[src/rtl/pipe_if_stage_if.sv]
// Bundle of control, target and status signals between the fetch stage and
// the rest of the pipeline (hazard unit, ID, EX and the IF/ID/ID/EX registers).
// All signals are single-cycle, sampled at the rising clock edge; there is no
// valid/ready handshake: every input is a level that is acted on in the cycle
// it is present, and every output is valid every cycle.
interface pipe_if_stage_if;
    logic        PCWrite;
    logic        BranchTaken;
    logic [31:0] BranchTarget;
    logic        JumpReg;
    logic [31:0] JumpRegTarget;
    logic        Jump;
    logic [31:0] JumpTarget;
    logic        Exception;
    logic [31:0] ExcEPC;
    logic        IRQ;
    logic [31:0] IMemAddr;
    logic [31:0] PCPlus4;
    logic        FlushIF;
    logic        FlushID;
    logic [31:0] EPC;
    logic        IRQPending;

    // Pipeline side: drives redirect requests, observes PC and flush strobes.
    modport master (
        output PCWrite, BranchTaken, BranchTarget, JumpReg, JumpRegTarget,
               Jump, JumpTarget, Exception, ExcEPC, IRQ,
        input  IMemAddr, PCPlus4, FlushIF, FlushID, EPC, IRQPending
    );

    // Fetch stage side.
    modport slave (
        input  PCWrite, BranchTaken, BranchTarget, JumpReg, JumpRegTarget,
               Jump, JumpTarget, Exception, ExcEPC, IRQ,
        output IMemAddr, PCPlus4, FlushIF, FlushID, EPC, IRQPending
    );
endinterface

[src/rtl/pipe_if_stage.sv]
// Instruction-fetch stage: PC register, next-PC selection with fixed priority
// (exception, interrupt, branch, jump-register, jump, stall, sequential),
// exception return address capture and interrupt latching.
// PC[31] is the kernel-mode bit; sequential increment never alters it.
module pipe_if_stage #(
    parameter logic [31:0] RESET_PC = 32'h8000_0000,
    parameter logic [31:0] ILLOP_PC = 32'h8000_0004,
    parameter logic [31:0] XADR_PC  = 32'h8000_0008
) (
    input  logic           clk,
    input  logic           reset,
    pipe_if_stage_if.slave bus
);

    logic [31:0] pc;
    logic [31:0] epc;
    logic        irq_pending;

    logic        kernel;
    logic        irq_take;
    logic [31:0] pc_plus4;
    logic [31:0] jr_target;
    logic [31:0] jump_target;
    logic [31:0] pc_next;
    logic [31:0] epc_next;
    logic        irq_pending_next;

    // Next-PC selection, EPC capture and interrupt latch update.
    always_comb begin
        kernel      = pc[31];
        // Interrupts are only taken from user mode; kernel code runs with them masked.
        irq_take    = (irq_pending | bus.IRQ) & ~kernel;
        pc_plus4    = {pc[31], pc[30:0] + 31'd4};
        // User code cannot jump into kernel space; kernel code may return to user.
        jr_target   = kernel ? bus.JumpRegTarget : {1'b0, bus.JumpRegTarget[30:0]};
        jump_target = {pc[31], bus.JumpTarget[30:0]};

        pc_next          = pc_plus4;
        epc_next         = epc;
        irq_pending_next = irq_pending | bus.IRQ;

        if (bus.Exception) begin
            // The exception wins; a simultaneous interrupt stays latched for later.
            pc_next  = ILLOP_PC;
            epc_next = bus.ExcEPC;
        end else if (irq_take) begin
            pc_next          = XADR_PC;
            epc_next         = pc;
            irq_pending_next = 1'b0;
        end else if (bus.BranchTaken) begin
            pc_next = bus.BranchTarget;
        end else if (bus.JumpReg) begin
            pc_next = jr_target;
        end else if (bus.Jump) begin
            pc_next = jump_target;
        end else if (!bus.PCWrite) begin
            pc_next = pc;
        end
    end

    // PC, EPC and pending-interrupt registers.
    always_ff @(posedge clk or posedge reset) begin
        if (reset) begin
            pc          <= RESET_PC;
            epc         <= 32'h0;
            irq_pending <= 1'b0;
        end else begin
            pc          <= pc_next;
            epc         <= epc_next;
            irq_pending <= irq_pending_next;
        end
    end

    // Outputs; flushes are combinational so they land in the redirect cycle.
    always_comb begin
        bus.IMemAddr   = pc;
        bus.PCPlus4    = pc_plus4;
        bus.EPC        = epc;
        bus.IRQPending = irq_pending;
        bus.FlushIF    = bus.Exception | irq_take | bus.BranchTaken | bus.JumpReg | bus.Jump;
        bus.FlushID    = bus.Exception | bus.BranchTaken;
    end

endmodule

[src/flat_wrapper.sv]
// flat-port wrapper written by rule: the top's interface ports become plain ports
module pipe_if_stage_flat 
#(
    parameter logic [31:0] RESET_PC = 32'h8000_0000,
    parameter logic [31:0] ILLOP_PC = 32'h8000_0004,
    parameter logic [31:0] XADR_PC  = 32'h8000_0008
)
  (clk, reset, bus_PCWrite, bus_BranchTaken, bus_BranchTarget, bus_JumpReg, bus_JumpRegTarget, bus_Jump, bus_JumpTarget, bus_Exception, bus_ExcEPC, bus_IRQ, bus_IMemAddr, bus_PCPlus4, bus_FlushIF, bus_FlushID, bus_EPC, bus_IRQPending);
  pipe_if_stage_if bus_i ();
  input  logic clk;
  input  logic reset;
  input wire logic [$bits(bus_i.PCWrite)-1:0] bus_PCWrite;
  input wire logic [$bits(bus_i.BranchTaken)-1:0] bus_BranchTaken;
  input wire logic [$bits(bus_i.BranchTarget)-1:0] bus_BranchTarget;
  input wire logic [$bits(bus_i.JumpReg)-1:0] bus_JumpReg;
  input wire logic [$bits(bus_i.JumpRegTarget)-1:0] bus_JumpRegTarget;
  input wire logic [$bits(bus_i.Jump)-1:0] bus_Jump;
  input wire logic [$bits(bus_i.JumpTarget)-1:0] bus_JumpTarget;
  input wire logic [$bits(bus_i.Exception)-1:0] bus_Exception;
  input wire logic [$bits(bus_i.ExcEPC)-1:0] bus_ExcEPC;
  input wire logic [$bits(bus_i.IRQ)-1:0] bus_IRQ;
  output wire logic [$bits(bus_i.IMemAddr)-1:0] bus_IMemAddr;
  output wire logic [$bits(bus_i.PCPlus4)-1:0] bus_PCPlus4;
  output wire logic [$bits(bus_i.FlushIF)-1:0] bus_FlushIF;
  output wire logic [$bits(bus_i.FlushID)-1:0] bus_FlushID;
  output wire logic [$bits(bus_i.EPC)-1:0] bus_EPC;
  output wire logic [$bits(bus_i.IRQPending)-1:0] bus_IRQPending;
  assign bus_i.PCWrite = bus_PCWrite;
  assign bus_i.BranchTaken = bus_BranchTaken;
  assign bus_i.BranchTarget = bus_BranchTarget;
  assign bus_i.JumpReg = bus_JumpReg;
  assign bus_i.JumpRegTarget = bus_JumpRegTarget;
  assign bus_i.Jump = bus_Jump;
  assign bus_i.JumpTarget = bus_JumpTarget;
  assign bus_i.Exception = bus_Exception;
  assign bus_i.ExcEPC = bus_ExcEPC;
  assign bus_i.IRQ = bus_IRQ;
  assign bus_IMemAddr = bus_i.IMemAddr;
  assign bus_PCPlus4 = bus_i.PCPlus4;
  assign bus_FlushIF = bus_i.FlushIF;
  assign bus_FlushID = bus_i.FlushID;
  assign bus_EPC = bus_i.EPC;
  assign bus_IRQPending = bus_i.IRQPending;
  pipe_if_stage #(.RESET_PC(RESET_PC), .ILLOP_PC(ILLOP_PC), .XADR_PC(XADR_PC)) u_core (.clk(clk), .reset(reset), .bus(bus_i));
endmodule
[config.mk]
export PLATFORM = sky130hd
export DESIGN_NAME = pipe_if_stage_flat
export DESIGN_NICKNAME = d
export VERILOG_FILES = /design/src/rtl/pipe_if_stage_if.sv /design/src/rtl/pipe_if_stage.sv /design/src/flat_wrapper.sv
export SDC_FILE = /design/constraint.sdc
export NUM_CORES = 1
export LEC_CHECK = 0
export CAP_MARGIN = 20
export CORE_MARGIN = 2
export CORE_UTILIZATION = 25
export CTS_CLUSTER_DIAMETER = 40
export CTS_CLUSTER_SIZE = 16
export DETAILED_ROUTE_END_ITERATION = 10
export SLEW_MARGIN = 20
export SYNTH_ARGS = -nofsm -noshare
export SYNTH_HDL_FRONTEND = slang
export SYNTH_SLANG_ARGS = --single-unit
[constraint.sdc]
create_clock -name clk -period 5.5 [get_ports clk]
set_input_delay 1.1 -clock clk [delete_from_list [all_inputs] [get_ports clk]]
set_output_delay 1.1 -clock clk [all_outputs]
set_load 0.02 [all_outputs]
### Yosys cells after proc, flatten, opt, wreduce, memory -nomap -nowiden

Index checks and enable logic that the tools add are counted.

| cells by class | value |
|---|---|
| muxes and demuxes | 11 |
| reduce and logical (&&, ||, !) cells | 3 |
| $add $sub $neg | 1 |
| bitwise operators | 8 |

Operator list:

| kind | count |
|---|---|
| 32-bit two-way mux | 8 |
| 31-bit by 3-bit adder with 31-bit output (second input constant) | 1 |
| 31-bit two-way mux | 1 |
| 1-bit bitwise OR | 6 |
| 6-bit nonzero test | 1 |
| 4-bit nonzero test | 1 |
| 1-bit two-way mux | 2 |
| 2-bit nonzero test | 1 |
| 1-bit bitwise AND | 1 |
| 1-bit inverter | 1 |

| storage, ports and cells | value |
|---|---|
| bits in registers | 65 |
| input port bits | 136 |
| word-level logic and storage cells | 27 |

### Longest topological paths before layout

| logic depth | value |
|---|---|
| depth after elaboration | 7 |
| mapped depth | 8 |

### Least setup slack after synthesis

Ideal clock, no wire load.

| path | value |
|---|---|
| path kind | input port to output port |
| from | input port bus_IRQ |
| to | output port bus_FlushIF |
| path slack | 2,213 ps |
| stages | 6 |
| data arrival time | 2,187 ps |
| data required time | 4,400 ps |
| path through | o21bai_1 > clkbuf_1 > nor2b_1 > buf_2 > buf_2 > nand2_1 |

| on the way | value |
|---|---|
| word-level cells in the longest chain between the ends | 6 |

RTL lines:

| what | line | RTL |
|---|---|---|
| from (decl) | flat_wrapper.sv:21 | `input wire logic [$bits(bus_i.IRQ)-1:0] bus_IRQ;` |
| 1-bit bitwise OR | pipe_if_stage.sv:32 | `irq_take = (irq_pending \| bus.IRQ) & ~kernel;` |
| 1-bit bitwise AND | pipe_if_stage.sv:32 |  |
| 1-bit bitwise OR (4 in series) | pipe_if_stage.sv:80 | `bus.FlushIF = bus.Exception \| irq_take \| bus.BranchTaken \| bus.JumpReg \| bus.Jump;` |
| to (decl) | flat_wrapper.sv:24 | `output wire logic [$bits(bus_i.FlushIF)-1:0] bus_FlushIF;` |

No other way between the ends.

### Worst setup path in the final report

| path | value |
|---|---|
| from | register u_core.pc[9] (netlist: u_core.bus.IMemAddr[9]) |
| to | output port bus_PCPlus4[29] |

| on the way | value |
|---|---|
| word-level cells in the longest chain between the ends | 1 |

RTL lines:

| what | line | RTL |
|---|---|---|
| from (decl) | pipe_if_stage.sv:15 | `logic [31:0] pc;` |
| from (signal assigned) | pipe_if_stage.sv:68 | `pc <= pc_next;` |
| 31-bit by 3-bit adder with 31-bit output | pipe_if_stage.sv:33 | `pc_plus4 = {pc[31], pc[30:0] + 31'd4};` |
| to (decl) | flat_wrapper.sv:23 | `output wire logic [$bits(bus_i.PCPlus4)-1:0] bus_PCPlus4;` |

No other way between the ends.

==> out/results.txt <==
The first TritonRoute pass finished after 4 iterations. Clock-pin slew was measured on the worst setup and hold paths at 0.05 ns. The run gives 5026 as the number of global-route vias before repair.

Global routing consumed, over all layers together, 19.4% of the routing resources. For the number of distinct library cells after synthesis, the log shows 61. The die area is 19800 um^2.

The tools report the initial core utilization as 25.3%. The synthesis-to-finish area growth is 58.6%. By area the synthesized netlist is led by sky130_fd_sc_hd__dfrtp_1 34%, sky130_fd_sc_hd__nand2_1 8.3%, sky130_fd_sc_hd__o21ai_0 6.8%. The tools report the kind of capture point of the worst setup path as a primary output. The total clock buffers created by CTS was 9; the number of inserted diodes was 0. The fraction of synthesized cell area in xor and xnor cells is 5.05%, and the total global routing overflow is 0. By count the netlist is led by 104 x sky130_fd_sc_hd__nand2_1, 64 x sky130_fd_sc_hd__dfrtp_1, 64 x sky130_fd_sc_hd__o21ai_0, 30 x sky130_fd_sc_hd__mux2i_1. In this run the horizontal extent of the chip is 141 um.

The run finished with clean final reports. In this run, post-CTS hold repair placed 0 buffers. For this run, the slowest stage of the critical path takes 0.66 ns.

Clock latency on the worst-skew pair, taken at its later pin, is 0.34 ns. After layout, the worst path uses 74.8% of the clock period. In the synthesized netlist the dominant register cell turns out to be sky130_fd_sc_hd__dfrtp_1. The initial antenna violation count is 0, and the number of port buffers is 233. For the worst ir drop on vdd, the log shows 0.000112 V.

Synthesis handed over a netlist of 579 instances. The critical path in this run is classified as reg2out. Along the worst path, the maximum fanout reaches 11. The final layout contains 920 nets. Final max-slew violation count: 0. The final core utilization is 40.1%, and the fraction of synthesis flops using an asynchronous set or reset pin is 100%. Setup repair after global routing left no endpoint under its margin. Number of DRC markers after the initial detailed-route iteration: 317. The average wire length per cell after detail routing works out to 19.1 um.

After detailed placement, the design holds a cell count of 1006. CTS placed an instance of sky130_fd_sc_hd__clkbuf_16 at the clock tree root. After clock tree synthesis, the repair step resized 0 gates. The core region area is 18500 um^2. The maximum number of pins on one net before global-route repair was 45; the endpoint arrival time on the critical path was 3.02 ns. Summed over its instances, the top area cell type makes up 34.2% of the synthesized netlist area.

The number of sinks handled by clock tree synthesis was 65. In this run the cell area of the synthesized design comes to 4680 um^2. The tools report the sort of element at the start of the critical path as a flip-flop. Die outline height: 141 um. The final route contains 5058 vias. Family with the most delay on the worst path: simple AND/OR/NAND/NOR gates. Setup violations remaining at the end of the flow were counted as 0. Among all cell types in the netlist, the one instantiated most often is sky130_fd_sc_hd__nand2_1. The multiplexer share of the synthesized area was 7.37%. STA puts the critical path data required time at 4.40 ns. The worst-case clock buffer depth is 2, and the final antenna-violating net count is 0. The clock arrives with 0.0132 ns of skew. For the final routed database, the setup TNS stands at 0 ns. The share of the synthesized area in compound gates (AO/OA/AOI/OAI) was 22.3%; the post-CTS setup buffer count was 0. Summing all placed instances gives a cell area of 7150 um^2.

Counting I/O delays and the setup requirement, the final critical path takes 4.12 ns. The run gives 7430 um^2 as the post-route cell area. The maximum clock frequency is 0.243 GHz, and the sequential-to-total area share from yosys stat is 34.8%. The adder-cell area share of the yosys netlist is 0.267%, and the detailed-route DRC error count is 0.

In this run the worst hold path is classified as reg2reg. After the flow finishes, the layout carries non-filler instances totaling 1022. sky130_fd_sc_hd__dfrtp_1 takes more of the synthesized area than any other cell.

The tool flagged a number of max-cap violations equal to 0. The critical path goes through nand3_2 > nor2_1 > nand4b_1 > xnor2_1 > clkdlybuf4s50_1. Prior to clock tree synthesis, the placed netlist has a worst setup slack of 1.48 ns. In this run the tightest slew margin relative to its limit is 38.2%. In this run the mean area of a mapped cell was 8.09 um^2. The slew at the pin with the worst max-slew slack is 0.927 ns. The tools report the level count of the clock H-tree as 3.

TritonCTS built the clock tree. Synthesis inferred 65 register bits. Of the total synthesized cell area, the portion taken by AND, OR, NAND and NOR gates is 23.9%.

Cells with a size suffix above 1 make up 5.96% of the layout. After floorplanning, the core was divided into 50 placement rows. Across all hold checks on the routed design, the worst slack comes to 0.537 ns. The power per unit of standard cell area was 233 nW/um^2; the number of nets produced by synthesis was 716. The design draws 1.73 mW. The first global-routing pass estimated 29.7 mm of wire.

Summed over all layers, the routed wires come to 19.5 mm. For flop-to-flop paths, the worst setup slack is 3.12 ns. The critical path buffer and inverter count was 1; the final HPWL from detailed placement was 14.3 mm.

After detailed routing, the number of vias per cell comes to 4.95. The hold violation total from the final report came out at 0. Largest family of logic cells by synthesized area: simple AND/OR/NAND/NOR gates.

The cell type of the slowest stage on the worst timing path is sky130_fd_sc_hd__nor2_1. Setup slack closes at 1.38 ns. The congestion estimate from routability-driven global placement came to 0.843.

The number of I/O pins was 235; the number of flops mapped to enable cells by yosys was 0. The logs give 0 for the warning count from the yosys run and 2.98 nW for the leakage component of the power.
cells by family (layout without fill, tap and decap cells):
family          after synthesis  in the layout
compound gates              170            170
mux                          34             34
xor+xnor                     27             27
buf+inv                      65            274
simple gates                217            217
fa+ha+maj                     1              1
flops                        65             65
placed cells by master (no fill, tap or decap), drive strengths merged, types with 5 or more instances in the layout:
cell	n
clkdlybuf4s50	231
nand2	104
o21ai	64
dfrtp	64
mux2i	30
a21oi	26
nor2	25
xnor2	21
o22ai	18
a31oi	17
nand3	15
clkbuf	15
buf	14
nor2b	12
inv	10
nor3b	10
nor3	10
o31a	9
nand4	9
and2	8
o31ai	7
xor2	6
a22oi	5
o21a	5
where the power goes:
part | switching [mW] | internal [mW]
logic | 0.296 | 0.301
registers | 0.0705 | 0.528
clock network | 0.210 | 0.330
total | 0.576 | 1.16
registers in the layout, summed over array words and instances (netlist names):
name / count
u_core.bus.IRQPending: 1
u_core.bus.EPC: 32
u_core.bus.IMemAddr: 32
routing by layer:
| layer | share of wire, % | up-vias | wire [um] | GRT usage, % |
|---|---|---|---|---|
| li1 | - | 2466 | - | - |
| met1 | 45 | 2380 | 8740 | 26.1 |
| met2 | 46 | 200 | 9020 | 31.4 |
| met3 | 7.4 | 12 | 1440 | 4.31 |
| met4 | 1.4 | 0 | 268 | 5.47 |
| met5 | 0 | - | 0 | 0 |
final cells by class:
| class | instances | area (um^2) |
|---|---|---|
| tap | 234 | 293 |
| fill | 1931 | 11100 |
| inverter | 13 | 50.0 |
| timing repair buffer | 245 | 2410 |
| clock buffer | 15 | 268 |
| multi-input combinational | 449 | 2770 |
| clock inverter | 1 | 5.00 |
| sequential | 65 | 1630 |
worst register-to-register path, cell delays in order (launching register included):
cell                       delay (ns)
sky130_fd_sc_hd__dfrtp_1         0.57
sky130_fd_sc_hd__nand3_2         0.26
sky130_fd_sc_hd__nor2_1          0.67
sky130_fd_sc_hd__nand4b_1        0.32
sky130_fd_sc_hd__mux2_1          0.38
sky130_fd_sc_hd__a21oi_1         0.12
worst paths after layout:
check                                        from                       to  cells after the start
max in group asynchronous                   reset   u_core.bus.IMemAddr[6]                      3
max                        u_core.bus.IMemAddr[9]          bus_PCPlus4[29]                      5
max reg2reg                u_core.bus.IMemAddr[9]  u_core.bus.IMemAddr[29]                      5
min                            u_core.bus.EPC[31]       u_core.bus.EPC[31]                      2
min in group asynchronous                   reset        u_core.bus.EPC[7]                      2
min reg2reg                    u_core.bus.EPC[31]       u_core.bus.EPC[31]                      2
(Power assumes the default switching activity.)
